[config.mk]
export PLATFORM = sky130hd
export DESIGN_NAME = sample_frame_sequencer
export DESIGN_NICKNAME = d
export VERILOG_FILES = /design/src/rtl/fft_in_pkg.sv /design/src/rtl/flex_counter.sv /design/src/rtl/sample_frame_sequencer.sv
export SDC_FILE = /design/constraint.sdc
export NUM_CORES = 1
export LEC_CHECK = 0
export CORE_AREA = 2 2 45 47
export CTS_CLUSTER_DIAMETER = 30
export CTS_CLUSTER_SIZE = 40
export DETAILED_ROUTE_END_ITERATION = 10
export DIE_AREA = 0 0 47 49
export PLACE_DENSITY = 0.79
export SYNTH_ARGS = -nofsm -noshare
export SYNTH_HDL_FRONTEND = slang
export SYNTH_SLANG_ARGS = --single-unit
[constraint.sdc]
create_clock -name clk -period 2.2 [get_ports clk]
set_input_delay 0.44 -clock clk [delete_from_list [all_inputs] [get_ports clk]]
set_output_delay 0.44 -clock clk [all_outputs]
set_load 0.1 [all_outputs]
[src/rtl/fft_in_pkg.sv]
// Shared types and defaults for the FFT input-sample frame sequencer.
package fft_in_pkg;

  typedef enum logic [1:0] {
    IDLE  = 2'd0,
    FILL  = 2'd1,
    STALL = 2'd2
  } seq_state_t;

  localparam int DEFAULT_SAMPLES_PER_FRAME = 48;
  localparam int DEFAULT_NUM_BANKS         = 2;

endpackage

[src/rtl/flex_counter.sv]
// Up-counter that wraps to zero after rollover_val-1, with a synchronous clear.
// rollover_flag marks the enabled cycle in which the terminal count is consumed.
module flex_counter #(
  parameter int NUM_CNT_BITS = 4
) (
  input  logic                    clk,
  input  logic                    reset,
  input  logic                    clear,
  input  logic                    count_enable,
  input  logic [NUM_CNT_BITS:0]   rollover_val,
  output logic [NUM_CNT_BITS-1:0] count_out,
  output logic                    rollover_flag
);

  logic [NUM_CNT_BITS-1:0] count_q;
  logic [NUM_CNT_BITS-1:0] count_d;
  logic                    atLast;

  // Terminal-count detect; rollover_val is one bit wider so it can hold a power of two.
  always_comb begin
    atLast = ({1'b0, count_q} == (rollover_val - 1'b1));
  end

  // Next count: clear wins, otherwise step and wrap at the terminal count.
  always_comb begin
    count_d = count_q;
    if (clear) begin
      count_d = '0;
    end else if (count_enable) begin
      count_d = atLast ? '0 : count_q + 1'b1;
    end
  end

  // Count register with synchronous reset.
  always_ff @(posedge clk) begin
    if (reset) begin
      count_q <= '0;
    end else begin
      count_q <= count_d;
    end
  end

  assign count_out     = count_q;
  assign rollover_flag = count_enable & atLast;

endmodule

[src/rtl/sample_frame_sequencer.sv]
// Counts accepted input samples into frames and rotates completed frames through
// a ring of buffer banks, handshaking with the sampler upstream and the FFT core
// downstream. Overruns and stray acknowledges raise a sticky overflow flag.
module sample_frame_sequencer
  import fft_in_pkg::*;
#(
  parameter int SAMPLES_PER_FRAME = DEFAULT_SAMPLES_PER_FRAME,
  parameter int NUM_BANKS         = DEFAULT_NUM_BANKS,
  parameter int DROP_ON_FULL      = 0,
  parameter int CNT_W             = $clog2(SAMPLES_PER_FRAME),
  parameter int BANK_W            = $clog2(NUM_BANKS)
) (
  input  logic              clk,
  input  logic              reset,
  input  logic              enable,
  input  logic              clear,
  input  logic              sample_valid,
  output logic              sample_ready,
  output logic              shift_strobe,
  output logic [CNT_W-1:0]  sample_count,
  output logic [BANK_W-1:0] write_bank,
  output logic              frame_done,
  output logic [BANK_W-1:0] done_bank,
  input  logic              frame_ack,
  output logic [BANK_W:0]   banks_full,
  output logic              overflow
);

  localparam logic [CNT_W:0]    ROLLOVER   = SAMPLES_PER_FRAME[CNT_W:0];
  localparam logic [BANK_W:0]   FULL_LEVEL = NUM_BANKS[BANK_W:0];
  localparam int                LAST_IDX   = NUM_BANKS - 1;
  localparam logic [BANK_W-1:0] LAST_BANK  = LAST_IDX[BANK_W-1:0];
  localparam bit                DROP       = (DROP_ON_FULL != 0);

  seq_state_t        state_q, state_d;
  logic [BANK_W-1:0] writeBank_q, writeBank_d;
  logic [BANK_W:0]   banksFull_q, banksFull_d;
  logic              frameDone_q, frameDone_d;
  logic [BANK_W-1:0] doneBank_q, doneBank_d;
  logic              overflow_q, overflow_d;

  logic readyInt;
  logic strobeInt;
  logic frameComplete;
  logic counterClear;
  logic ackValid;
  logic ackStray;
  logic dropSample;

  // Readiness depends only on the registered state and the run/abort controls.
  always_comb begin
    readyInt = 1'b0;
    case (state_q)
      IDLE:    readyInt = 1'b0;
      FILL:    readyInt = enable & ~clear;
      STALL:   readyInt = DROP;
      default: readyInt = 1'b0;
    endcase
  end

  // Samples are only taken while filling; in a dropping stall ready is high but nothing loads.
  always_comb begin
    strobeInt  = sample_valid & readyInt & (state_q == FILL);
    dropSample = DROP & (state_q == STALL) & sample_valid;
    ackValid   = frame_ack & (banksFull_q != '0);
    ackStray   = frame_ack & (banksFull_q == '0);
  end

  assign counterClear = clear | frameComplete;

  flex_counter #(
    .NUM_CNT_BITS (CNT_W)
  ) sampleCounter (
    .clk           (clk),
    .reset         (reset),
    .clear         (counterClear),
    .count_enable  (strobeInt),
    .rollover_val  (ROLLOVER),
    .count_out     (sample_count),
    .rollover_flag (frameComplete)
  );

  // Bank bookkeeping, completion pulse and state transitions for the next edge.
  always_comb begin
    banksFull_d = banksFull_q;
    case ({frameComplete, ackValid})
      2'b10:   banksFull_d = banksFull_q + 1'b1;
      2'b01:   banksFull_d = banksFull_q - 1'b1;
      default: banksFull_d = banksFull_q;
    endcase

    writeBank_d = writeBank_q;
    if (frameComplete) begin
      writeBank_d = (writeBank_q == LAST_BANK) ? '0 : writeBank_q + 1'b1;
    end

    frameDone_d = frameComplete;
    doneBank_d  = frameComplete ? writeBank_q : doneBank_q;
    overflow_d  = overflow_q | ackStray | dropSample;

    state_d = state_q;
    case (state_q)
      IDLE: begin
        if (enable) begin
          state_d = (banksFull_d == FULL_LEVEL) ? STALL : FILL;
        end
      end
      FILL: begin
        if (!enable) begin
          state_d = IDLE;
        end else if (frameComplete && (banksFull_d == FULL_LEVEL)) begin
          state_d = STALL;
        end
      end
      STALL: begin
        if (!enable) begin
          state_d = IDLE;
        end else if (ackValid) begin
          state_d = FILL;
        end
      end
      default: state_d = IDLE;
    endcase
  end

  // Registered FSM and outputs; reset overrides everything.
  always_ff @(posedge clk) begin
    if (reset) begin
      state_q     <= IDLE;
      writeBank_q <= '0;
      banksFull_q <= '0;
      frameDone_q <= 1'b0;
      doneBank_q  <= '0;
      overflow_q  <= 1'b0;
    end else begin
      state_q     <= state_d;
      writeBank_q <= writeBank_d;
      banksFull_q <= banksFull_d;
      frameDone_q <= frameDone_d;
      doneBank_q  <= doneBank_d;
      overflow_q  <= overflow_d;
    end
  end

  assign sample_ready = readyInt;
  assign shift_strobe = strobeInt;
  assign write_bank   = writeBank_q;
  assign frame_done   = frameDone_q;
  assign done_bank    = doneBank_q;
  assign banks_full   = banksFull_q;
  assign overflow     = overflow_q;

endmodule

Word-level counts from Yosys, hierarchy flattened:

Index checks and enable logic that the tools add are counted.
Widths: inputs -> output; s select.

* input bits: 6
* register bits after elaboration: 14
* output and inout port bits: 14
* logic and storage cells: 46

* muxes and demuxes: 11
* equality and inequality tests: 9
* bitwise operators: 9
* reduce and logical (&&, ||, !) cells: 6
* add/sub/neg operators: 4

Operators with widths (count)
* $mux 2: 6
* $add 6x1->6 const B: 1
* $and 1x1->1: 6
* $eq 2x2->1 const B: 3
* $eq 6x6->1 const B: 1
* $mux 6: 1
* $pmux 2 s3: 1
* $eq 2x1->1 const B: 2
* $logic_not 2->1: 2
* $pmux 2 s2: 1
* $ne 3x2->1 const B: 1
* $ne 3x3->1 const B: 1
* $reduce_and 3->1: 1
* $add 2x1->2 const B: 1
* $mux 1: 2
* $ne 2x2->1 const B: 1
* $or 1x1->1: 2
* $reduce_bool 2->1: 1
* $reduce_or 2->1: 1
* $sub 2x1->2 const B: 1
* $add 1x1->1 const B: 1
* $logic_and 1x1->1: 1
* $not 1->1: 1

Logic depth before layout (Yosys ltp):

* word-level depth: 13
* mapped depth: 8
* gate-level depth less buffers: 7

Hierarchy:

From an unflattened synthesis, not the netlist that was laid out.

* cell total of the unflattened synthesis: 102
* area, all modules: 884.6 um^2

By module, submodules not included
* flex_counter: area each 465.4 um^2, times used 1, cells an instance 53
* sample_frame_sequencer: area each 419.2 um^2, times used 1, cells an instance 49

Worst setup path after synthesis:

Ideal clock, no wire load.

* path kind: reg2reg
* start point: register sampleCounter.count_q[2], in the netlist sampleCounter.count_out[2]
* end point: register state_q[0]
* period minus slack after synthesis: 2879 ps
* setup slack: -679 ps
* buffers on the path: 0
* stages on the path, launching flop included: 8
* data required time: 2114 ps
* arrival: 2793 ps
* library setup time: 86 ps
* cell sequence: dfxtp_1 > and4b_1 > nand4_2 > ha_1 > and4b_1 > a311oi_1 > a22oi_1 > a221oi_2

* word-level cells in the longest chain between the ends: 8
* elaborated cells between the ends (all ways): 12

Ends and longest elaborated chain
* start, declared: line flex_counter.sv:15 `logic [NUM_CNT_BITS-1:0] count_q;`
* start signal, assigned: line flex_counter.sv:39 `count_q <= count_d;`
* $eq 6x6->1 (*): line flex_counter.sv:21 `atLast = ({1'b0, count_q} == (rollover_val - 1'b1));`
* $and 1x1->1 (*): line flex_counter.sv:44 `assign rollover_flag = count_enable & atLast;`
* $eq 2x1->1 / $eq 2x2->1 (equally long branches): line sample_frame_sequencer.sv:86 `case ({frameComplete, ackValid})`
* $pmux 2 s2: line sample_frame_sequencer.sv:86
* $eq 2x2->1: line sample_frame_sequencer.sv:105, sample_frame_sequencer.sv:111
* $mux 2 / $logic_and 1x1->1 (equally long branches): line sample_frame_sequencer.sv:105, sample_frame_sequencer.sv:111
* $mux 2 / $ne 3x2->1 (equally long branches)
* $pmux 2 s3 / $reduce_and 3->1 (equally long branches)
* end signal, assigned: line sample_frame_sequencer.sv:136 `state_q <= state_d;`
* end, declared: line sample_frame_sequencer.sv:35 `seq_state_t state_q, state_d;`

Mark *: on every way between the ends. The rest lies on a longest branch, timed or not. The select of a mux whose other input is x is not followed.
A chain may end at the register's enable or synchronous reset.

Worst setup path in the final report:

* start point: register state_q[1]
* end point: register state_q[0]

* word-level cells in the longest chain between the ends: 11
* elaborated cells between the ends (all ways): 19

Ends and longest elaborated chain
* $eq 2x1->1: line sample_frame_sequencer.sv:53, sample_frame_sequencer.sv:63, sample_frame_sequencer.sv:102
* $mux 1: line sample_frame_sequencer.sv:53 `case (state_q)`
* $and 1x1->1 (2 in series): line sample_frame_sequencer.sv:63 `strobeInt = sample_valid & readyInt & (state_q == FILL);`
* $and 1x1->1: line flex_counter.sv:44
* $eq 2x1->1 / $eq 2x2->1 (equally long branches): line sample_frame_sequencer.sv:86
* $pmux 2 s2: line sample_frame_sequencer.sv:86
* $eq 2x2->1: line sample_frame_sequencer.sv:105, sample_frame_sequencer.sv:111
* $mux 2 / $logic_and 1x1->1 (equally long branches): line sample_frame_sequencer.sv:105, sample_frame_sequencer.sv:111
* $mux 2 / $ne 3x2->1 (equally long branches)
* $pmux 2 s3 / $reduce_and 3->1 (equally long branches)

Parallel ways exist; a longest one is shown, timed or not. The select of a mux whose other input is x is not followed.

==> run_results.csv <==
group,metric,value,unit
power,power_frac_clock,37.9,%
sta,period_share,94.9,%
cells_and_area,fin_area,1060,um2
cells_and_area,final_cell_mix,"buf_4, nor2_1, nand3_1, dfxtp_1",
cells_and_area,nets,115,
routing,routedWlPerCell,12.2,um
critical_path,crit_required,2.41,ns
floorplan,core,1840,um2
global_route,first_global_vias,624,
synthesis,syn_area_per_cell,9.10,um2
synthesis,synth.top_cell.area_share,39.5,%
synthesis,syn-num-nets,86,
critical_path,arrival,2.29,ns
floorplan,dieArea,2300,um2
critical_path,crit_path_start_kind,"register",
power,switching_share,25.7,%
cells_and_area,final_core_util,57.5,%
sta,fmax,0.479,GHz
clock_network,h-tree-depth,1,
synthesis,synth_top_cells_by_area,"dfxtp_1, xor2_1, nor2_1, nand3_1, ha_1",
clock_network,cts_root_buf,"clkbuf_4",
synthesis,syn_inst,78,
power,p_switching,130,uW
sta,tightestPinTransition,0.390,ns
sta,fin_crit,2.09,ns
cells_and_area,final_cells,133,
cells_and_area,layout.filler_cells,178,
routing,drt_first_iter_violations,13,
min_path,hold_class,"in2reg",
place,gp_congestion,0.824,
run,cap_viol_max_count,0,
synthesis,synth_area,709,um2
global_route,globalRouteMet2Util,24.9,%
critical_path,worst-setup-path-type,"reg2reg",
sta,skew,0.00712,ns
sta,relSlewSlack,73.9,%
clock_network,cts_tree,"done",
floorplan,start_util,38.5,%
clock_network,clock-sinks,14,
place,dpl-instance-area,1010,um2
global_route,grt_util_met3,3.33,%
sta,hold_violations,0,
sta,setup_ws,0.113,ns
synthesis,synth_cell_types,33,
cells_and_area,layout_commonest_cell,"buf_4",
place,dp.cells,129,
global_route,track_usage,15.8,%
routing,vias_per_cell,5.12,
synthesis,synth-main-ff-cell,"dfxtp_1",
power,combPwrFrac,12.1,%
power,ir_worst_vdd,0.322,mV
power,p_leak,0.000452,uW
routing,routed_wl,1620,um
synthesis,synth_area_leader_cell,"dfxtp_1",
floorplan,die_w,47,um
critical_path,endpoint_kind,"register",
global_route,antenna_found_initial,0,
global_route,grt_max_degree,11,
floorplan,die_h,49,um
cells_and_area,area_delta_synth_final,49.4,%
routing,drtAntennaViolNets,0,
cells_and_area,diodes,0,
cells_and_area,layout-drive-gt1-share,41.5,%
global_route,busiest_layer,"met2",
floorplan,rows,16,
clock_network,cts_buffer_depth,2,
place,portBuffers,19,
power,pwr-share-seq,49.9,%
synthesis,synth_edf_count,0,
critical_path,crit_fanout,7,
clock_network,cts_inserted_buffers,3,
clock_network,path_clk_slew,0.09,ns
clock_network,clk_latency,0.29,ns
routing,vias,681,
outcome,run_status,"complete, no violations",
place,pre_cts_ws,-0.262,ns
synthesis,yosysSeqAreaShare,39.5,%
sta,drv_slew,0,
routing,drtPass1Iterations,4,
global_route,grt-ovfl-total,0,
floorplan,ioPinCount,20,
place,hpwl,1190,um
synthesis,async_reset_ff_share,0,%
global_route,met1_usage,20.8,%
global_route,grt_pass1_wl,2680,um
routing,drcViolationCount,0,
critical_path,r2r_setup_slack,0.11,ns
sta,setup-violations-final,0,
synthesis,ys_warn_count,0,
synthesis,ys_seq_elements,14,
power,power.density,476,nW/um2
power,internal_power,374,uW
power,p_total,504,uW
clock_network,cts_setup_buffers,0,
sta,rsz0062_at_grt,"false",
[layout make-up]
| type | instances | area (um2) | share of cell area [%] |
|---|---|---|---|
| multi-input combinational | 57 | 427 | 40.3 |
| sequential | 14 | 303 | 28.6 |
| timing repair buffer | 27 | 245 | 23.1 |
| clock buffer | 4 | 36.3 | 3.42 |
| tap | 27 | 33.8 | 3.19 |
| inverter | 4 | 15.0 | 1.42 |
[state kept, by name, summed over array words and instances, names as in the netlist]
signal / flops
frame_done: 1
write_bank: 1
banks_full: 2
overflow: 1
state_q: 2
sampleCounter.count_out: 6
done_bank: 1
[power by group through the flow]
stage	combinational (uW)	sequential [uW]	clock [uW]
global route	65.4	252	209
detailed placement	60.4	258	0
CTS	60.4	252	191
finish	61.3	252	191
floorplan	25.2	268	0
global placement	59.1	258	0
[worst paths after layout]
kind         cells past startpoint                        from                          to
max                              7                  state_q[1]                  state_q[0]
min                              3                       clear  sampleCounter.count_out[2]
max reg2reg                      7                  state_q[1]                  state_q[0]
min reg2reg                      2  sampleCounter.count_out[1]  sampleCounter.count_out[1]
[cell families after synthesis]
| kind of cell | share of synthesized area [%] |
|---|---|
| AOI/OAI and AO/OA | 14.3 |
| xor gates and xnor gates | 8.64 |
| adders and majority gates | 3.53 |
| buffers and inverters | 4.94 |
| DFF | 39.5 |
| muxes | 1.41 |
| and+or+nand+nor | 27.7 |
[cells in the mapped netlist (2+ instances only)]
cell type	instances
dfxtp_1	14
nor2_1	9
nand3_1	6
xor2_1	5
a21oi_1	4
inv_1	4
nand2_1	4
o21ai_0	3
and4b_1	2
ha_1	2
or3_1	2
xnor2_1	2
[what timing repair did]
item                       CTS  global route
gates resized for setup      0             4
setup endpoints to repair    0             3
hold buffers                 0             0
[worst max-delay path, stage by stage, from the launching register on]
cell and delay (ns):
dfxtp_1 0.38, and4bb_2 0.36, nand4_4 0.10, ha_4 0.29, and4b_1 0.20, a311oi_2 0.30, a22oi_2 0.13, a221oi_2 0.24
[metal layers]
metal	vias up	part of all wire (%)
met5	-	0
met4	0	1.5
met3	4	4.8
met2	22	48
met1	321	45
li1	334	-
[metrics by stage]
stage,hold slack (ns),TNS [ns]
CTS,0.501,0
detailed placement,0.476,-0.519
global placement,0.458,-0.363
global route,0.443,0
finish,0.440,0
floorplan,0.479,-0.0161
Power figures use the tool's default switching activity.
